$ cat config.mk
export PLATFORM = sky130hd
export DESIGN_NAME = seg7_scan
export DESIGN_NICKNAME = d
export VERILOG_FILES = /design/src/rtl/seg7_scan.sv
export SDC_FILE = /design/constraint.sdc
export NUM_CORES = 1
export LEC_CHECK = 0
export BUFFER_PORTS_ARGS = -buffer_cell sky130_fd_sc_hd__buf_2
export CAP_MARGIN = 20
export CORE_UTILIZATION = 55
export DETAILED_ROUTE_END_ITERATION = 10
export PLACE_DENSITY = 0.77
export SLEW_MARGIN = 5
export SYNTH_ARGS = -nofsm -noshare
export SYNTH_HDL_FRONTEND = slang
export SYNTH_SLANG_ARGS = --single-unit
$ cat constraint.sdc
create_clock -name clk -period 2.38 [get_ports clk]
set_input_delay 0.357 -clock clk [delete_from_list [all_inputs] [get_ports clk]]
set_output_delay 0.357 -clock clk [all_outputs]
set_load 0.03 [all_outputs]
$ cat src/rtl/seg7_scan.sv
// seg7_scan: latches four BCD digits once per scan frame and multiplexes them onto a
// 4-digit common-anode 7-segment display, with whole-display blink. Macro SEG_LZB_EN: leading-zero blanking.
module seg7_scan #(
    parameter int SCAN_DIV     = 25000,
    parameter int BLINK_FRAMES = 500
) (
    input  logic       clk,
    input  logic       rst,
    input  logic [3:0] d3,
    input  logic [3:0] d2,
    input  logic [3:0] d1,
    input  logic [3:0] d0,
    input  logic [3:0] dp_mask,
    input  logic       blink,
    output logic [3:0] an_n,
    output logic [7:0] seg_n,
    output logic       frame_done
);
    localparam int PW = (SCAN_DIV > 1) ? $clog2(SCAN_DIV) : 1;
    localparam int FW = (BLINK_FRAMES > 1) ? $clog2(BLINK_FRAMES) : 1;
    localparam logic [PW-1:0] PRE_MAX = PW'(SCAN_DIV - 1);
    localparam logic [FW-1:0] FRM_MAX = FW'(BLINK_FRAMES - 1);

    logic [PW-1:0] pre_q, pre_d;
    logic [1:0]    sel_q, sel_d;
    logic [FW-1:0] frm_q, frm_d;
    logic          phase_q, phase_d;
    logic [3:0]    dig_sh_q [4];
    logic [3:0]    dig_sh_d [4];
    logic [3:0]    dp_sh_q, dp_sh_d;
    logic [3:0]    an_q, an_d;
    logic [7:0]    seg_q, seg_d;
    logic          fd_q, fd_d;
    logic          slot_tick;
    logic          frame_tick;
`ifdef SEG_LZB_EN
    logic [3:0]    blank;
`endif

    // Active-low segment pattern, bit order g..a; non-BCD values show a dash.
    function automatic logic [6:0] dec7(input logic [3:0] v);
        case (v)
            4'd0:    dec7 = 7'b1000000;
            4'd1:    dec7 = 7'b1111001;
            4'd2:    dec7 = 7'b0100100;
            4'd3:    dec7 = 7'b0110000;
            4'd4:    dec7 = 7'b0011001;
            4'd5:    dec7 = 7'b0010010;
            4'd6:    dec7 = 7'b0000010;
            4'd7:    dec7 = 7'b1111000;
            4'd8:    dec7 = 7'b0000000;
            4'd9:    dec7 = 7'b0010000;
            default: dec7 = 7'b0111111;
        endcase
    endfunction

    always_comb begin
        slot_tick  = (pre_q == PRE_MAX);
        frame_tick = slot_tick && (sel_q == 2'd3);
        pre_d      = slot_tick ? '0 : pre_q + 1'b1;
        sel_d      = slot_tick ? sel_q + 2'd1 : sel_q;
        fd_d       = frame_tick;

        // Shadow copy only moves at a frame boundary so a frame never mixes old and new digits.
        dig_sh_d = dig_sh_q;
        dp_sh_d  = dp_sh_q;
        if (frame_tick) begin
            dig_sh_d[3] = d3;
            dig_sh_d[2] = d2;
            dig_sh_d[1] = d1;
            dig_sh_d[0] = d0;
            dp_sh_d     = dp_mask;
        end

        frm_d   = frm_q;
        phase_d = phase_q;
        if (!blink) begin
            frm_d   = '0;
            phase_d = 1'b0;
        end else if (frame_tick) begin
            if (frm_q == FRM_MAX) begin
                frm_d   = '0;
                phase_d = ~phase_q;
            end else begin
                frm_d = frm_q + 1'b1;
            end
        end

`ifdef SEG_LZB_EN
        blank[3] = (dig_sh_q[3] == 4'd0);
        blank[2] = blank[3] && (dig_sh_q[2] == 4'd0);
        blank[1] = blank[2] && (dig_sh_q[1] == 4'd0);
        blank[0] = 1'b0;
`endif

        an_d  = ~(4'b0001 << sel_q);
        seg_d = {~dp_sh_q[sel_q], dec7(dig_sh_q[sel_q])};
`ifdef SEG_LZB_EN
        if (blank[sel_q]) begin
            an_d  = 4'hF;
            seg_d = 8'hFF;
        end
`endif
        if (blink && phase_q) begin
            an_d  = 4'hF;
            seg_d = 8'hFF;
        end
    end

    always_ff @(posedge clk) begin
        if (rst) begin
            pre_q       <= '0;
            sel_q       <= 2'd0;
            frm_q       <= '0;
            phase_q     <= 1'b0;
            dig_sh_q[3] <= d3;
            dig_sh_q[2] <= d2;
            dig_sh_q[1] <= d1;
            dig_sh_q[0] <= d0;
            dp_sh_q     <= dp_mask;
            an_q        <= 4'hF;
            seg_q       <= 8'hFF;
            fd_q        <= 1'b0;
        end else begin
            pre_q    <= pre_d;
            sel_q    <= sel_d;
            frm_q    <= frm_d;
            phase_q  <= phase_d;
            dig_sh_q <= dig_sh_d;
            dp_sh_q  <= dp_sh_d;
            an_q     <= an_d;
            seg_q    <= seg_d;
            fd_q     <= fd_d;
        end
    end

    assign an_n       = an_q;
    assign seg_n      = seg_q;
    assign frame_done = fd_q;
endmodule

After elaboration in Yosys (flattened, before gate mapping) --
Memory sizes are Yosys's and may differ from the RTL's. A register that Yosys moved wholly into a read port is not among the register bits. Cells that the tools add are included.
Cells by class: divide/modulo/power cells 0, magnitude comparators 2, mux-type cells 10, eq/ne operators 3, reduce and logical (&&, ||, !) cells 7, add/sub/neg operators 3, multiply operators 0, bitwise operators 5, shifts and indexed selects 1
Operator list (count):
- $mux W16 | 2
- $mux W4 | 4
- $add A15 B1 Y15 const B | 1
- $eq A15 B15 Y1 const B | 1
- $add A9 B1 Y9 const B | 1
- $eq A9 B9 Y1 const B | 1
- $mux W9 | 1
- $bmux W4 S2 | 1
- $reduce_or A2 Y1 | 3
- $not A4 Y4 | 1
- $shl A1 B2 Y4 const A | 1
- $ge A3 B3 Y1 const B | 1
- $lt A2 B3 Y1 const B | 1
- $not A1 Y1 | 3
- $not A2 Y3 | 1
- $add A2 B1 Y2 const B | 1
- $bmux W1 S2 | 1
- $eq A2 B2 Y1 const B | 1
- $logic_and A1 B1 Y1 | 2
- $reduce_and A2 Y1 | 1
- $reduce_bool A2 Y1 | 1
- $mux W1 | 1
Word-level totals: bits of input ports 23, memory bits (writable) 0, bits in read-only memories 112, output and inout port bits 13, bits in latches 0, memories kept 1, register bits 60
Memories:
- (no name shown) | words 16, bits a word 7, read ports 1, clocked after memory_dff 1, write ports 0, RTL line 42 | case (v)

Longest topological paths before layout --
Gate-level depths: netlist of run 1.
word-level depth 4, gate-level depth with buffers 8, mapped depth without buffers 7

Least setup slack after synthesis of run 1 --
OpenSTA, ideal clock, no wires.
path type register -> register, from reg pre_q[0], to reg dig_sh_q[0] in the netlist's numbering (enable), buffers on the path 1, period minus slack after synthesis 2.181 ns, stages on the path, launching flop included 7, data required time 2.000 ns, slack 0.199 ns, data arrival time 1.802 ns, cells stage by stage dfxtp_1 ha_1 and4_2 and4_2 buf_2 nand2_1 nand2b_1
On the way: longest elaborated chain between the ends 3
Ends and longest elaborated chain:
- start: declaration | RTL line 24 | logic [PW-1:0] pre_q, pre_d;
- start signal: assignment | RTL line 125 | pre_q <= pre_d;
- $eq A15 B15 Y1 | RTL line 58 | slot_tick = (pre_q == PRE_MAX);
- $logic_and A1 B1 Y1 | RTL line 59 | frame_tick = slot_tick && (sel_q == 2'd3);
- $reduce_bool A2 Y1 (no line)
- end signal: assignment | RTL line 129 | dig_sh_q <= dig_sh_d;
- end: declaration | RTL line 28 | logic [3:0] dig_sh_q [4];
No other way between the ends. A chain may end at the register's enable or synchronous reset.

Worst setup path after layout of run 1 --
from reg sel_q[0], to reg seg_q[4], in the netlist seg_n[4]
On the way: longest elaborated chain between the ends 4
Ends and longest elaborated chain:
- start: declaration | RTL line 25 | logic [1:0] sel_q, sel_d;
- start signal: assignment | RTL line 126 | sel_q <= sel_d;
- $not A2 Y3 (not written as such) | RTL line 97 | seg_d = {~dp_sh_q[sel_q], dec7(dig_sh_q[sel_q])};
- $bmux W4 S2 | RTL line 97
- $mux W4 (not written as such) (2 in a row) | RTL line 97
- end: declaration | RTL line 32 | logic [7:0] seg_q, seg_d;
No other way between the ends. The select of a mux whose other input is x is not followed.

==> results.md, run 1 <==
Outcome:
- The flow ran to the end, but the final reports show violations.
- The final reports fail on DRC.

Clock network:
- The TritonCTS clock tree is yes.
- The number of clock sinks is 60.
- For this design, the CTS-stage hold fixing added 0 buffers.
- The maximum clock path buffer count is 2.
- The number of gates resized after CTS was 0.
- The clock latency reported for the late side of the worst-skew pair is 0.35 ns.
- After clock tree synthesis, the clock-pin slew on the worst setup and hold paths is 0.07 ns.
- Clock tree synthesis inserted a total of 9 buffers.
- The H-tree was split into 3 levels.
- The tree is rooted in a clkbuf_8.
- Once the clock tree was built, the setup fixing pass inserted 0 buffers.

GRT:
- The number of antenna violations at the first check in global routing came to 0.
- Across every metal layer, demand over resource in global routing totals 0.217.
- The total overflow left after global routing is 0.
- The maximum number of pins on one net before global-route repair is 21.
- The via count of the first global-routing pass is 1801.
- The first global-routing pass estimated 8.05 mm of wire.

Die:
- Measured along the x axis, the die boundary spans 70.6 um.
- Measured along the y axis, the die boundary spans 70.6 um.
- In this run the core area contains 24 standard-cell rows.
- The number of I/O pins is 36.
- The placeable core region is 4440 um2.
- The floorplan step defined a die boundary enclosing 4980 um2.
- The initial cell density of the core is 0.582.

Yosys:
- The average cell area after synthesis is 11.1 um2.
- The sequential cell area fraction in the yosys report is 0.542.
- Synthesis produced a netlist with a net count of 269.
- The total number of yosys warnings is 0.
- The synthesized instance count is 234.
- The flip-flop and latch count after synthesis is 60.
- In this run the cell area of the synthesized design comes to 2590 um2.
- Synthesis instantiated 41 different standard cells from the library.

Layout:
- The final standard cell count with taps included and fillers excluded is 334.
- After routing the design area is 3040 um2.
- The final core utilization is 0.684.
- In the final design database the tool counted 312 nets.
- After filler insertion, the fill cell instance count of the layout stands at 337.
- The antenna cell count is 0.
- The area growth from synthesis to layout is 17.6%.
- The fraction of layout cells with a size suffix above 1 is 0.241.

Setup path:
- The worst setup path is captured at a register.
- The reg-to-reg critical path startpoint is sel_q[0].
- The cell family contributing the most delay on the critical path is multiplexers.
- The critical path startpoint category is a register.
- The data required time at the worst endpoint is 2.62 ns.
- Along the worst path, the maximum fanout reaches 7.
- The worst flop-to-flop path endpoint is seg_n[4].
- The number of buffers and inverters on the critical path is 2.
- On the critical path, the stage with the largest delay is an instance of mux4_2.
- The worst setup path is of the reg2reg kind.
- The largest single stage delay on the critical path is 0.62 ns.
- The register-to-register setup slack is 0.35 ns.
- Data on the critical path arrives at its endpoint at 2.27 ns.
- Counting stages on the worst path, the most repeated cell is inv_1.
- The signal on the critical path passes through mux4_2 > inv_1 > ha_1 > inv_1 > mux2_2 > mux2i_1 > nand2_1.
- The number of cell instances on the worst register-to-register path is 7.

Placed design:
- The placed standard-cell area is 2830 um2.
- The detailed-placement wirelength estimate is 3.13 mm.
- At the placement stage, the worst setup path has a slack of 0.364 ns.
- The number of buffer cells added on primary ports is 35.
- The last weighted congestion value of the routability-driven placer is 0.814.
- Including well taps, the total number of placed cells is 318.

Hold path:
- Along the worst hold path, the cell count comes to 1.
- The class of the worst hold path is in2reg.
- The worst hold path terminates at dig_sh_q[0].
- The startpoint identified for the worst hold timing path is d3[0].

STA:
- The maximum operating frequency is 494 MHz.
- The max-slew violation total from the final report came to 0.
- The final hold slack is 0.180 ns.
- The final total negative setup slack is 0 ns.
- The clock period minus worst slack is 2.03 ns.
- Setup repair after global routing left no endpoint under its margin.
- The portion of the clock cycle consumed by the worst path in the final layout is 0.851.
- At the pin with the least slew margin, the transition time is 0.528 ns.
- The worst slew margin relative to its limit is 0.648.
- The clock arrives with 0.00939 ns of skew.
- The post-route worst setup slack is 0.354 ns.
- The final-report hold violation count was 0.
- The final-report setup violation count is 0.

Route:
- The first TritonRoute pass finished after 7 iterations.
- The initial detailed-routing violation count is 128.
- The final route contains 1814 vias.
- The total wire length is 4.52 mm.
- The number of remaining DRC errors is 4.
- The via density per instance is 5.43.
- The average routed wire per standard cell is 13.5 um.
- The final antenna-violating net count is 0.

Power:
- In this run the power density over the cells is 728 nW/um2.
- The leakage component of the power is 1.19 nW.
- VDD sags by at most 0.000602 V.
- The overall power consumption is 2.22 mW.

Flow run:
- The tool flagged a number of max-cap violations equal to 0.
-- worst reg2reg max path: stages (launching register included) --
cell and delay, ns:
dfxtp_1 0.49, mux4_2 0.62, inv_1 0.14, ha_1 0.19
inv_1 0.05, mux2_2 0.25, mux2i_1 0.13, nand2_1 0.06
-- synthesized netlist by cell type --
library cell  instances  share of area
nand3_1               8          0.015
o21ai_0              11          0.021
or4_1                 3         0.0087
and4_1                1         0.0034
or3b_1                1         0.0034
and4_2                2         0.0077
a211o_1               2         0.0068
clkbuf_1              2         0.0029
buf_2                 5         0.0097
o21ai_1               2         0.0039
nor4_4                1         0.0082
and4b_1               1         0.0039
nor4_1                3         0.0073
mux4_2                5          0.044
a31o_2                1         0.0034
dfxtp_1              40           0.31
or3_1                 5          0.012
and4bb_1              1         0.0048
nand2_1              21          0.030
clkbuf_2              1         0.0019
a21oi_1              13          0.025
ha_1                 12          0.058
a32o_1                2         0.0077
and3_1                4         0.0097
and2_1                1         0.0024
nand4_2               2         0.0097
mux2i_1               4          0.015
o31ai_1               1         0.0029
nor2_1               18          0.026
and2b_2               1         0.0034
edfxtp_1             20           0.23
nor2b_1               1         0.0024
a31oi_1               1         0.0024
xnor2_1               1         0.0034
inv_1                10          0.015
nand4_1               7          0.017
xor2_1                9          0.030
mux2_2                1         0.0044
nor3_1                2         0.0039
nand2b_1              6          0.015
o211ai_1              2         0.0058
-- cell families (layout without fill, tap and decap cells) --
group / count (synthesis) / after routing / synth area share
compound gates: 35 / 35 / 0.0793
xor+xnor: 10 / 10 / 0.0339
fa+ha+maj: 12 / 12 / 0.0581
buf+inv: 18 / 66 / 0.0290
flops: 60 / 60 / 0.542
mux: 10 / 10 / 0.0634
simple gates: 89 / 89 / 0.194
-- how the worst max path moves through the flow --
| stage | cells past startpoint | to | from | slack, ns |
|---|---|---|---|---|
| after floorplan | 6 | dig_sh_q[0] | pre_q[0] | 0.20 |
| after global placement | 7 | seg_n[4] | sel_q[0] | 0.45 |
| after detailed placement | 7 | seg_n[4] | sel_q[0] | 0.36 |
| after CTS | 7 | seg_n[4] | sel_q[0] | 0.35 |
| after global routing | 5 | frm_q[8] | sel_q[0] | 0.21 |
| final | 7 | seg_n[4] | sel_q[0] | 0.35 |
-- state kept, by name, summed over array words and instances, names as in the netlist --
register	cells
frm_q	9
pre_q	15
an_n	4
dp_sh_q	4
phase_q	1
sel_q	2
dig_sh_q	16
seg_n	8
frame_done	1
-- per-layer routing --
layer  vias up  routed length, um  GRT usage
li1        933                  -          -
met1       828               2160      0.273
met2        46               2030      0.332
met3         7                239     0.0769
met4         0                 94      0.118
met5         -                  0          0
-- power breakdown --
part           internal, mW  switching (mW)
sequential             1.09          0.0117
combinational        0.0448          0.0704
clock                 0.585           0.411
total                  1.72           0.493
-- cells in the final DEF, fill, tap and decap left out, types with 8 or more instances in the layout --
master and count:
dfxtp_1 40, buf_2 35, nand2_1 21, edfxtp_1 20, nor2_1 18, a21oi_1 13, ha_1 12, o21ai_0 11
inv_1 10, xor2_1 9, clkbuf_8 9, nand3_1 8
-- final cells by class --
type,count,area [um2],area share
Clock buffer,9,124,0.0407
Clock inverter,7,91.3,0.0300
Inverter,10,37.5,0.0123
Multi-Input combinational cell,156,1110,0.365
Sequential cell,60,1400,0.461
Tap cell,52,65.1,0.0214
Timing Repair Buffer,40,213,0.0699
Note: power is estimated with default switching activity, not from simulation.
==> inputs of run 2 (changes only) <==
- CTS_BUF_LIST: default -> sky130_fd_sc_hd__clkbuf_16
- SKIP_CTS_REPAIR_TIMING: default -> 1
- SLEW_MARGIN: 5 -> default
==> results.md, run 2 (same netlist as run 1, synthesis figures left out) <==
STA:
- The worst clock skew is 0.00398 ns.
- The final-report hold violation count is 0.
- The slew at the pin closest to its max-slew limit is 0.543 ns.
- The max-slew violation total from the final report came to 0.
- Setup repair after global routing left no endpoint under its margin.
- Headroom to the max-slew limit came out at 0.638.
- The final-report setup violation count is 0.
- The maximum operating frequency is 491 MHz.
- Setup total negative slack on the finished layout was measured at 0 ns.
- In the finished design, the share of the clock period the worst path needs comes to 0.856.
- For the finished layout, the period the worst path requires is 2.04 ns.

Power:
- Of the total power, the clock network draws 0.527.
- The total net switching power is 533 uW.
- The largest vdd supply drop is 0.000929 V.
- The ratio of total power to cell area is 822 nW/um2.
- The internal power of the cells totals 2.05 mW.
- The overall power consumption is 2.58 mW.
- The combinational power share is 0.045.
- Of the total power, registers draw 0.428.
- The leakage component of the power is 1.24 nW.
- The share of total power consumed by net switching is 0.206.

Setup path:
- Of all nets on the critical path, the largest fanout is 7.
- The reg-to-reg critical path startpoint is sel_q[0].
- The cell family contributing the most delay on the critical path is multiplexers.
- For this design, the slowest cell found on the critical path is mux4_2.
- The critical path in this run is classified as reg2reg.
- The depth of the critical timing path with buffers and inverters included is 7.
- The largest single stage delay on the critical path is 0.62 ns.
- The worst setup path is launched from a register.
- The data required time at the worst endpoint is 2.60 ns.
- Walking the worst path, the cells encountered are mux4_2 > inv_1 > ha_1 > inv_1 > mux2_2 > mux2i_1 > nand2_1.
- The register-to-register setup slack is 0.34 ns.
- Data arrives at the worst endpoint at 2.26 ns.
- Counting stages on the worst path, the most repeated cell is inv_1.
- The critical path contains buffers and inverters numbering 2 combined.
- The capturing instance or port of the critical path is seg_n[4].
- In this run the critical register-to-register path is captured at seg_n[4].
- The most critical setup path has its startpoint at sel_q[0].
- The number of cells on the worst reg-to-reg path is 7.
- The endpoint kind of the worst setup timing path is a register.

GRT:
- Entering global routing, the biggest net connects 21 pins.
- The global-route usage over all layers is 0.218.
- The via count of the first global-routing pass came to 1849.
- For this run the aggregate overflow at the end of global routing stands at 0.
- The first global-routing pass estimated 8.16 mm of wire.
- The number of antenna violations at the first check in global routing is 0.

Clock network:
- CTS saw 60 sinks.
- The clock passes through at most 2 buffers.
- The later pin in the worst-skew pair is clocked with a latency of 0.32 ns.
- After clock tree synthesis, the clock-pin slew on the worst setup and hold paths is 0.05 ns.
- The count of H-tree levels built during CTS is 3.
- The number of buffers inserted during clock tree synthesis is 9.
- The root cell of the clock tree is clkbuf_16.
- The TritonCTS clock tree is yes.

Placed design:
- Input and output buffers added on the ports amount to 35.
- Summed over all nets, the half-perimeter wirelength after detailed placement is 3.13 mm.
- In this run the cell area measured after placement is 2830 um2.
- At the end of routability-driven placement, the weighted congestion stood at 0.814.

Layout:
- In the layout the commonest cells are dfxtp_1, buf_2, nand2_1.
- Ranked by flip-flop count, first place goes to dig_sh_q.
- The final-layout fill cell count is 319.
- The antenna cell count is 0.
- In the final layout, the registers with the most flip-flops are dig_sh_q: 16 flops, pre_q: 15 flops, frm_q: 9 flops.
- Relative to the synthesized area, the layout overhead comes to 21.5%.
- The post-layout net count is 312.
- The register with the most flip-flops in the layout has 16 of them.
- In the final layout, the share of cells above drive strength 1 is 0.241.
- The final core utilization is 0.707.
- The final non-filler cell area is 3140 um2.
- Leaving out fill and tap cells, the most frequent cell in the layout is dfxtp_1.

Route:
- Once detail routing completed, the nets flagged for antenna violations numbered 0.
- The length of the first detailed-routing pass in iterations is 7.
- The via density per instance is 5.46.
- The final layout contains routed wiring with a total length of 4.67 mm.
- The initial detailed-routing violation count is 148.
- The final route contains 1824 vias.
- The average routed wire per standard cell is 14.0 um.
- The number of remaining DRC errors is 4.

Die:
- From bottom edge to top edge, the die measures 70.6 um.
- The die covers 4980 um2.
- The initial cell density of the core is 0.582.
- The placeable core region is 4440 um2.
- The number of I/O pins is 36.
- The floorplan row count is 24.
- Measured along the x axis, the die boundary spans 70.6 um.

Outcome:
- The run finished, with violations left.
- The checks that failed: DRC.

Hold path:
- The min-delay analysis places its worst path in the category in2reg.

Flow run:
- The total of max-cap violations is 0.
[run 2: cell counts in the layout (fill, tap and decap cells not counted)]
No cell type changed its count.
[run 2: layout make-up]
| class | instances | area, um2 | share of cell area |
|---|---|---|---|
| Clock buffer | 9 | 225 | 0.0717 |
| Clock inverter | 7 | 91.3 | 0.0291 |
| Inverter | 10 | 37.5 | 0.0119 |
| Multi-Input combinational cell | 156 | 1110 | 0.353 |
| Sequential cell | 60 | 1400 | 0.446 |
| Tap cell | 52 | 65.1 | 0.0207 |
| Timing Repair Buffer | 40 | 213 | 0.0677 |
[run 2: power groups by stage]
| stage | combinational, mW | clock [mW] | sequential (mW) |
|---|---|---|---|
| 3_5_place_dp | 0.116 | 0 | 1.13 |
| 2_1_floorplan | 0.0521 | 0 | 1.15 |
| 3_3_place_gp | 0.112 | 0 | 1.13 |
| 5_1_grt | 0.129 | 1.43 | 1.11 |
| 4_1_cts | 0.116 | 1.38 | 1.11 |
| 6_report | 0.116 | 1.36 | 1.11 |
[run 2: per-layer routing]
metal | GRT usage | vias to the layer above | share of wire
met5 | 0 | - | 0
met2 | 0.344 | 48 | 0.46
li1 | - | 934 | -
met4 | 0.0844 | 0 | 0.011
met3 | 0.0826 | 6 | 0.045
met1 | 0.274 | 836 | 0.48
[run 2: how the worst min path moves through the flow]
stage | from | endpoint | slack [ns] | depth (start not counted)
after CTS | d0[1] | dig_sh_q[13] | 0.20 | 1
after global placement | pre_q[0] | pre_q[0] | 0.46 | 1
after detailed placement | pre_q[0] | pre_q[0] | 0.46 | 1
after floorplan | pre_q[0] | pre_q[0] | 0.44 | 1
after global routing | d0[1] | dig_sh_q[13] | 0.19 | 1
final | dp_mask[3] | dp_sh_q[3] | 0.21 | 1
[run 2: per-stage QoR]
stage	setup WS, ns	hold slack [ns]	instances
floorplan	0.199	0.438	234
CTS	0.355	0.195	334
detailed placement	0.364	0.461	318
finish	0.342	0.206	334
global placement	0.451	0.459	318
global route	0.224	0.190	334
==> inputs of run 3 (changes only) <==
- ABC_CLOCK_PERIOD_IN_PS: default -> 1950
- CELL_PAD_IN_SITES_DETAIL_PLACEMENT: default -> 0
- CELL_PAD_IN_SITES_GLOBAL_PLACEMENT: default -> 1
- CORE_UTILIZATION: 55 -> 44
- PLACE_DENSITY: 0.77 -> default
- PLACE_DENSITY_LB_ADDON: default -> 0.1
- clock period: 2.38 -> 1.95 ns (I/O delays scaled with it)
==> results.md, run 3 (same netlist as run 1, synthesis figures left out) <==
Outcome:
- The flow ran to the end, and the final reports show no timing, DRC or antenna violations.

Die:
- The area of the die is 6190 um2.
- For this design the top-level I/O count stands at 36.
- The floorplan die height is 78.7 um.
- The placeable core region is 5570 um2.
- The floorplan row count is 27.
- Measured along the x axis, the die boundary spans 78.7 um.
- The initial cell density of the core is 0.464.

Route:
- The count of nets left with antenna violations once routing finished came out at 0.
- The average routed wire per standard cell is 12.6 um.
- After the first detailed-routing iteration, the DRC count stood at 62.
- The count of vias placed by the detailed router is 1826.
- In the routed layout, each cell is associated on average with a via count of 5.02.
- After detailed routing, the total wire length is 4.57 mm.
- The number of remaining DRC errors is 0.
- The first detailed-routing pass ran for 4 iterations.

Hold path:
- The path with the worst hold slack has its endpoint at dig_sh_q[8].
- The instance count along the most critical hold path is 1.
- The class of the worst hold path is in2reg.
- The launch point of the worst hold path is d1[0].

Setup path:
- In this run the worst path has a maximum fanout of 5.
- The slowest stage of the critical path belongs to the cell mux4_2.
- In this run the register-to-register setup slack is 0.17 ns.
- Data arrives at the worst endpoint at 2.00 ns.
- Grouping stages by cell kind, the critical path spends the most delay in multiplexers.
- The worst setup path is captured at a register.
- The kind of critical path is reg2reg.
- STA classifies the critical path startpoint as a register.
- Walking the worst path, the cells encountered are mux4_2 > inv_1 > ha_1 > inv_1 > mux2_2 > mux2i_1 > nand2_1.
- For this run, the slowest stage of the critical path takes 0.52 ns.
- The endpoint identified for the worst register-to-register timing path is seg_n[4].
- STA puts the critical path data required time at 2.17 ns.
- The startpoint identified for the worst register-to-register timing path is sel_q[0].
- The number of cell instances on the worst register-to-register path is 7.
- The number of buffers and inverters on the critical path is 2.
- Among the stages of the critical path, the cell type that occurs most often is inv_1.

Clock network:
- TritonCTS built the clock tree.
- The count of H-tree levels built during CTS is 3.
- The root buffer cell chosen for the clock tree is clkbuf_16.
- After clock tree synthesis, the clock-pin slew on the worst setup and hold paths is 0.06 ns.
- In this run the deepest clock path goes through 2 buffers.
- The number of clock sinks is 60.
- The clock latency reported for the late side of the worst-skew pair is 0.32 ns.
- The number of clock buffers added by TritonCTS is 9.

Layout:
- The post-layout net count is 322.
- The largest registers in the layout are dig_sh_q: 16 flops, pre_q: 15 flops, frm_q: 9 flops.
- The most frequent standard cell in the layout excluding fill and tap cells is dfxtp_1.
- The repair_antennas step left the layout with diodes totalling 0.
- The final non-filler cell area is 3210 um2.
- The register with the most flip-flops in the layout has 16 of them.
- The library cells used most frequently in the layout, excluding fill and tap cells, are dfxtp_1, buf_2, nand2_1.
- The fraction of layout cells with a size suffix above 1 is 0.277.
- The signed area change from the synthesized netlist to the final layout is 24.2%.
- The final core utilization is 0.576.
- The largest register by flop count is dig_sh_q.

Placed design:
- The placed standard-cell area is 2930 um2.
- The last weighted congestion value of the routability-driven placer is 0.739.
- The detailed-placement wirelength estimate is 3.24 mm.
- During placement, the flow inserted port buffers numbering 35.

STA:
- The portion of the clock cycle consumed by the worst path in the final layout is 0.913.
- The worst clock skew is 0.00461 ns.
- For the pin with the worst max-slew slack, the measured transition is 0.483 ns.
- Setup violations remaining at the end of the flow were counted as 0.
- In this run the tightest slew margin relative to its limit is 0.675.
- The final total negative setup slack is 0 ns.
- Setup repair after global routing left no endpoint under its margin.
- The clock period minus worst slack is 1.78 ns.
- The final-report hold violation count is 0.
- The maximum operating frequency is 562 MHz.
- The max-slew violation total from the final report is 0.

Power:
- The leakage component of the power is 1.27 nW.
- The analysis attributes to net switching a power of 676 uW.
- The largest vdd supply drop is 0.000619 V.
- Of the total power, registers draw 0.459.
- The ratio of total power to cell area is 914 nW/um2.
- The share of total power consumed by net switching is 0.230.
- Of the total power, the clock network draws 0.490.
- The combinational power share is 0.050.
- Cell internal power was estimated by the tool at 2.26 mW.

GRT:
- The via count of the first global-routing pass was 1712.
- The number of antenna violations at the first check in global routing is 0.
- The maximum number of pins on one net before global-route repair is 21.
- After global routing the overflow that remains totals 0.
- The first-pass GRT wire length is 7.62 mm.
- In the global route stage, overall resource usage came out at 0.165.

Flow run:
- The total of max-cap violations is 0.
run 3: cell types whose count changed in the layout (fill, tap and decap cells not counted), sizes merged:
cell,previous run,this run
buf,40,50
clkinvlp,0,1
inv,10,11
bufinv,2,0
run 3: routing by layer:
layer / vias to the layer above / part of all wire / track usage
met1: 827 / 0.50 / 0.207
met3: 5 / 0.043 / 0.0558
met4: 0 / 0.014 / 0.0778
li1: 959 / - / -
met2: 35 / 0.45 / 0.254
met5: - / 0 / 0
run 3: power by group through the flow:
| stage | combinational, mW | sequential, mW | clock, mW |
|---|---|---|---|
| floorplan | 0.0648 | 1.40 | 0 |
| global placement | 0.150 | 1.38 | 0 |
| detailed placement | 0.150 | 1.38 | 0 |
| CTS | 0.151 | 1.35 | 1.47 |
| global route | 0.166 | 1.35 | 1.52 |
| finish | 0.148 | 1.35 | 1.44 |
run 3: how the worst max path moves through the flow:
stage | slack, ns | to | start | depth (start not counted)
final | 0.17 | seg_n[4] | sel_q[0] | 7
after global routing | 0.07 | frm_q[8] | pre_q[1] | 5
after CTS | 0.07 | seg_n[4] | sel_q[0] | 7
after detailed placement | 0.07 | seg_n[4] | sel_q[0] | 7
after global placement | 0.13 | seg_n[4] | sel_q[0] | 7
after floorplan | 0.03 | seg_n[4] | sel_q[0] | 8
run 3: worst register-to-register path: cells and delay by family (launching register included):
family / cells / cell delay [ns]
flip-flops: 1 / 0.39
multiplexers: 3 / 0.89
adder cells (fa/ha/maj): 1 / 0.18
buffers and inverters: 2 / 0.16
AND/OR/NAND/NOR: 1 / 0.06
run 3: cell type report:
cell class | count | area [um2]
Clock buffer | 9 | 225
Clock inverter | 7 | 52.6
Fill cell | 491 | 2360
Inverter | 10 | 37.5
Multi-Input combinational cell | 156 | 1120
Sequential cell | 60 | 1400
Tap cell | 72 | 90.1
Timing Repair Buffer | 50 | 288
run 3: stage by stage:
stage / worst slack [ns] / power [mW] / std cells / hold WS (ns)
2_1_floorplan: 0.0255 / 1.46 / 234 / 0.391
3_3_place_gp: 0.133 / 1.53 / 348 / 0.469
3_5_place_dp: 0.0703 / 1.53 / 348 / 0.471
4_1_cts: 0.0706 / 2.97 / 364 / 0.132
5_1_grt: 0.0682 / 3.04 / 364 / 0.129
6_report: 0.170 / 2.94 / 364 / 0.145
